`src/rtl/tstate_sequencer.sv`:
```
// Microcode front end: instruction register plus the T-state counter whose
// {instr[15:8], T} pair addresses the decode ROMs.
module tstate_sequencer #(
    parameter int unsigned INSTR_W = 16,
    parameter int unsigned T_W     = 3
) (
    input  logic               clk,
    input  logic               reset,
    input  logic [INSTR_W-1:0] bus_in,
    input  logic               ii,
    input  logic               rt,
    input  logic               stall,
    output logic [INSTR_W-1:0] instr,
    output logic [T_W-1:0]     T,
    output logic               fetch,
    output logic               instr_valid,
    output logic               overrun
);

    localparam logic [T_W-1:0] T_MAX       = {T_W{1'b1}};
    localparam logic [T_W-1:0] T_FETCH_END = T_W'(2);
    localparam logic [T_W-1:0] T_ONE       = T_W'(1);

    logic [T_W-1:0] t_next;
    logic           wrap;

    // Next T-state: T0/T1 are the fixed fetch uinstrs and cannot end an instr.
    always_comb begin
        t_next = T + T_ONE;
        wrap   = 1'b0;
        if (T < T_FETCH_END) begin
            t_next = T + T_ONE;
        end else if (rt) begin
            t_next = '0;
        end else if (T == T_MAX) begin
            t_next = '0;
            wrap   = 1'b1;
        end
    end

    always_ff @(posedge clk or posedge reset) begin
        if (reset) begin
            T           <= '0;
            instr       <= '0;
            instr_valid <= 1'b0;
            overrun     <= 1'b0;
        end else if (!stall) begin
            T <= t_next;
            if (wrap) begin
                overrun <= 1'b1;
            end
            if (ii) begin
                instr       <= bus_in;
                instr_valid <= 1'b1;
            end
        end
    end

    // Fetch flag follows T directly so the ROM mux can select the fixed uinstrs.
    assign fetch = (T < T_FETCH_END);

endmodule

```
`config.mk`:
```
export PLATFORM = sky130hd
export DESIGN_NAME = tstate_sequencer
export DESIGN_NICKNAME = d
export VERILOG_FILES = /design/src/rtl/tstate_sequencer.sv
export SDC_FILE = /design/constraint.sdc
export NUM_CORES = 1
export LEC_CHECK = 0
export CAP_MARGIN = 20
export CORE_ASPECT_RATIO = 1.25
export CORE_MARGIN = 4
export CORE_UTILIZATION = 35
export CTS_CLUSTER_DIAMETER = 80
export DETAILED_ROUTE_END_ITERATION = 10
export PLACE_DENSITY = 0.73
export SKIP_CTS_REPAIR_TIMING = 1
export SYNTH_ARGS = -nofsm -noshare
export SYNTH_HDL_FRONTEND = slang
export SYNTH_SLANG_ARGS = --single-unit
```
`constraint.sdc`:
```
create_clock -name clk -period 1.4 [get_ports clk]
set_clock_uncertainty 0.15 [all_clocks]
set_input_delay 0.28 -clock clk [delete_from_list [all_inputs] [get_ports clk]]
set_output_delay 0.28 -clock clk [all_outputs]
set_load 0.03 [all_outputs]
```
== Word level (Yosys, flattened, before mapping) ==
Cells that the tools add are included.
Widths: inputs -> output; s select.

* Flip-flop bits (word level): 21
* Logic and storage cells: 16

* $add $sub $neg: 1
* $lt $le $gt $ge: 1
* Eq/ne operators: 1
* Multiplexer cells: 6
* Bitwise operators: 1
* Reduce and logical (&&, ||, !) cells: 2

{| class="wikitable"
|+ Operators by type and width
! operator !! number
|-
| $mux 3 || 3
|-
| $reduce_and 2->1 || 2
|-
| $add 3x1->3 const B || 1
|-
| $eq 3x3->1 const B || 1
|-
| $lt 3x2->1 const B || 1
|-
| $mux 1 || 3
|-
| $not 1->1 || 1
|}

== Logic depth before layout (Yosys ltp) ==
* Depth after elaboration: 5
* Depth in mapped cells: 4
* Depth with buffers taken out: 4

== Worst setup path after synthesis ==
No wires, ideal clock.

* Kind: reg-to-reg
* From: register T[1]
* To: register T[2]
* Setup time: 0.121 ns
* Arrival time: 1.321 ns
* Required time: 1.129 ns
* Setup slack: -0.192 ns
* Stages on the path, launching flop included: 5
* Path through: dfrtp_1 ha_1 ha_1 and2b_1 a22o_1

* Longest elaborated chain between the ends: 4
* Elaborated cells on any way between the ends: 6
* Classes of those cells: add/sub: 1; order compare: 1; eq/ne: 1; mux: 3

{| class="wikitable"
|+ RTL lines
! item !! line !! RTL
|-
| start: declaration || 14 || <nowiki>output logic [T_W-1:0] T,</nowiki>
|-
| start signal: assignment || 48 || <nowiki>T <= t_next;</nowiki>
|-
| $add 3x1->3 / $eq 3x3->1 (equally long branches) || 29, 32, 35 ||
|-
| $mux 3 || 35 || <nowiki>end else if (T == T_MAX) begin</nowiki>
|-
| $mux 3 || 33 || <nowiki>end else if (rt) begin</nowiki>
|-
| $mux 3 * || 31 || <nowiki>if (T < T_FETCH_END) begin</nowiki>
|}

Every way passes the cells marked *; elsewhere a longest branch is shown, timed or not.
A chain may end at the register's enable or synchronous reset.

== Final worst setup path ==
* From: register T[1]
* To: output fetch

* Longest elaborated chain between the ends: 1

{| class="wikitable"
|+ RTL lines
! item !! line !! RTL
|-
| $lt 3x2->1 || 60 || <nowiki>assign fetch = (T < T_FETCH_END);</nowiki>
|-
| end: declaration || 15 || <nowiki>output logic fetch,</nowiki>
|}

Every way passes these cells.

==> metrics.md <==
| Metric | Value |
|---|---|
| Worst min path class | `primary input to async pin` |
| Largest fanout of any net on the critical path | `5` |
| Die height | `~65 um` |
| DRC violation count after routing | `0` |
| Flip-flop and latch count after synthesis | `21` |
| Crit path DAT | `around 1.1 ns` |
| Placed cells | `135` |
| Floorplan core area | `around 0.0025 mm2` |
| Full die area | `around 0.0034 mm2` |
| Max Clock Freq | `around 660 MHz` |
| Fraction of synthesized area in multiplexers | `23.9%` |
| Area of the multi-input gates | `around 360 um2` |
| Seq pwr share | `about two fifths` |
| Clock buffers created by TritonCTS | `3` |
| Final non-filler cell area | `around 0.0015 mm2` |
| Data required time at the worst endpoint | `0.97 ns` |
| Unique masters post-synth | `17` |
| Clock latency on the worst-skew pair | `0.30 ns` |
| Final WL | `approximately 2.1 mm` |
| Number of rows in the core area | `20` |
| Worst Setup End Kind | `primary output` |
| Global-route usage over all layers | `12.8%` |
| Pin count of the biggest net entering global routing | `18` |
| Final-report max-slew violation count | `0` |
| Cell with the most instances after synthesis | `sky130_fd_sc_hd__dfrtp_1` |
| Worst slew pin tran | `approximately 0.25 ns` |
| Port buffer count | `42` |
| Worst-path clk slew | `around 0.12 ns` |
| Setup repair after global routing missed its margin | `true` |
| Starting utilization of the core area | `a little over a third` |
| Commonest cells post-synth | `21 x sky130_fd_sc_hd__dfrtp_1, 9 x sky130_fd_sc_hd__mux2_4, 7 x sky130_fd_sc_hd__mux2_2` |
| Number of synthesized flops with an enable pin | `0` |
| Synthesized instance count | `slightly below 60` |
| Placed standard-cell area | `0.00136 mm2` |
| TritonRoute pass-1 iters | `2` |
| Clock tree from TritonCTS | `built` |
| Syn nets | `~80` |
| Crit path kind | `flop to primary output` |
| CTS Buffer Depth | `2` |
| ANT nets after route | `0` |
| Failing checks | `negative setup slack` |
| Remaining max-slew budget at the tightest pin | `82.8%` |
| Relative contribution of the clock network to total power | `approximately 14%` |
| Share of the yosys chip area belonging to registers | `58.7%` |
| DR WL/cell | `14.8 um` |
| Horiz. Die Dim | `between 50 and 60 um` |
| TritonCTS sink count | `21` |
| Ratio of cells with drive above 1 in the final layout | `a little over half` |
| Congestion Overflow GR | `0` |
| FFs w/ async S/R, synth | `between 90% and 100%` |
| CP Launch Type | `flop` |
| Final setup violating endpoints | `5` |
| DR iter-0 viols | `2` |
| Gate power share | `a little under half` |
| Max rail drop VDD | `about 0.00076 V` |
| Half-perimeter wire length of the detailed placement result | `around 1.6 mm` |
| Non-filler instance count after layout | `142` |
| Pwr Density | `approximately 1400 mW/mm2` |
| Post-Synthesis Cell Area | `895 um2` |
| DR vias/cell | `approximately 4.7` |
| ANT cells | `0` |
| Minimum clock period | `~1.5 ns` |
| Dominant cell type by area after synthesis | `sky130_fd_sc_hd__dfrtp_1` |
| Hold violation count in the final report | `0` |
| Adder and majority cell fraction of the synthesized area | `under 10%` |
| Result of the run | `finished with violations` |
| Net switching power of the design | `around 720 uW` |
| Layout overhead on the synthesized area | `62.8%` |
| Leak | `0.000675 uW` |
| Number of antenna violations at the first check in global routing | `0` |
| Top area cells in the synthesized netlist | `sky130_fd_sc_hd__dfrtp_1 59%, sky130_fd_sc_hd__mux2_4 15%, sky130_fd_sc_hd__mux2_2 8.8%, sky130_fd_sc_hd__ha_1 2.8%, sky130_fd_sc_hd__buf_12 2.2%` |
| CTS root buffer | `sky130_fd_sc_hd__clkbuf_4` |
| Post-synthesis simple-gate area fraction | `5.17%` |
| Number of primary I/O pins | `between 40 and 50` |
| Sequential cell area in the final layout | `roughly 530 um2` |
| Final weighted congestion in routability-driven placement | `0.744` |
| Synth Area in XOR/XNOR | `0%` |
| Number of global-route vias before repair | `710` |
| Net count of the finished layout | `between 100 and 150` |
| Sw Share | `between 30% and 40%` |
| Layout filler cell count | `between 200 and 250` |
| Internal portion of total power | `between 1000 and 1500 uW` |
| Maximum level of the CTS H-tree | `1` |
| Most instantiated flip-flop cell in the synthesis netlist | `sky130_fd_sc_hd__dfrtp_1` |
| Power Total | `around 2000 uW` |
| Smallest hold slack | `0.0453 ns` |
| Ys Warns | `0` |
| Share of the synthesized area in the top cell type | `approximately three fifths` |
| Dominant combinational cell family by area after synthesis | `multiplexers` |
| Post-route setup slack | `-0.109 ns` |
| Compound-Gate Fraction of Synth Area | `4.62%` |
| Max-capacitance violation count | `0` |
| Global-route wire length before repair | `3.22 mm` |
| Period utilisation layout | `108%` |
| Avg Inst Size Synth | `between 15 and 20 um2` |
| Count of vias placed by the detailed router | `~660` |
kinds of logic after synthesis:
logic type | Yosys count
simple gates | 8
flops | 21
compound gates | 6
mux | 16
buf+inv | 5
fa+ha+maj | 2
cell usage in the layout (no fill, tap or decap), drive strengths merged:
master         instances
buf                   28
dfrtp                 21
clkdlybuf4s50         18
mux2                  16
clkbuf                 4
inv                    3
o21ai                  3
or2                    2
nand2                  2
ha                     2
dlymetal6s2s           2
nor2b                  1
and2b                  1
a22o                   1
nor2                   1
o22a                   1
nand2b                 1
o41ai                  1
clkinvlp               1
worst max-delay path: stages (launching register included):
cell and delay, ns:
sky130_fd_sc_hd__dfrtp_2 0.43, sky130_fd_sc_hd__buf_6 0.13, sky130_fd_sc_hd__nor2_4 0.09, sky130_fd_sc_hd__buf_6 0.13
metrics by stage:
step           TNS [ns]  setup slack [ns]  utilization [%]
2_1_floorplan   -0.0524           -0.0524                -
3_3_place_gp      -5.57            -0.319             55.3
3_5_place_dp      -5.70            -0.329             55.3
4_1_cts          -0.431            -0.222             56.5
5_1_grt          -0.563            -0.173             59.4
6_report         -0.283            -0.109             59.4
routing by layer:
metal | vias up | global-route usage, % | share of wire (%)
met3 | 2 | 0.920 | 7.2
met4 | 0 | 6.71 | 1.3
met5 | - | 0 | 0
li1 | 304 | - | -
met2 | 26 | 22.9 | 55
met1 | 329 | 14.5 | 37
worst paths after layout:
path | slack (ns) | cells past startpoint | endpoint | start
worst max-delay path | -0.11 | 3 | fetch | T[1]$_DFFE_PP0N_
worst min-delay path | 0.05 | 2 | T[1]$_DFFE_PP0N_ | reset
worst max register to register | -0.09 | 5 | T[2]$_DFFE_PP0N_ | T[1]$_DFFE_PP0N_
worst min register to register | 0.33 | 1 | instr_valid$_DFFE_PP0P_ | instr_valid$_DFFE_PP0P_
max in group asynchronous | 0.68 | 3 | instr[7]$_DFFE_PP0P_ | reset
min in group clk | 0.30 | 3 | overrun$_DFFE_PP0P_ | stall
flip-flops by register name (all words and copies together) (netlist names):
signal	cells
instr_valid	1
overrun	1
instr	16
T	3
power by group through the flow:
| stage | clock (uW) | sequential (uW) | combinational, uW |
|---|---|---|---|
| after CTS | 299 | 807 | 808 |
| final | 284 | 804 | 907 |
| after floorplan | 0 | 1020 | 259 |
| after global placement | 0 | 811 | 788 |
| after global routing | 333 | 818 | 956 |
| after detailed placement | 0 | 819 | 805 |
final cells by class:
| type | instances | area share [%] |
|---|---|---|
| flip-flops and latches | 21 | 36.3 |
| repair buffers | 49 | 33.0 |
| multi-input cells | 32 | 25.0 |
| well taps | 33 | 2.84 |
| clock buffers | 3 | 1.55 |
| inverters | 3 | 0.773 |
| clock inverters | 1 | 0.515 |
No activity file was read; power rests on OpenSTA's default activity.
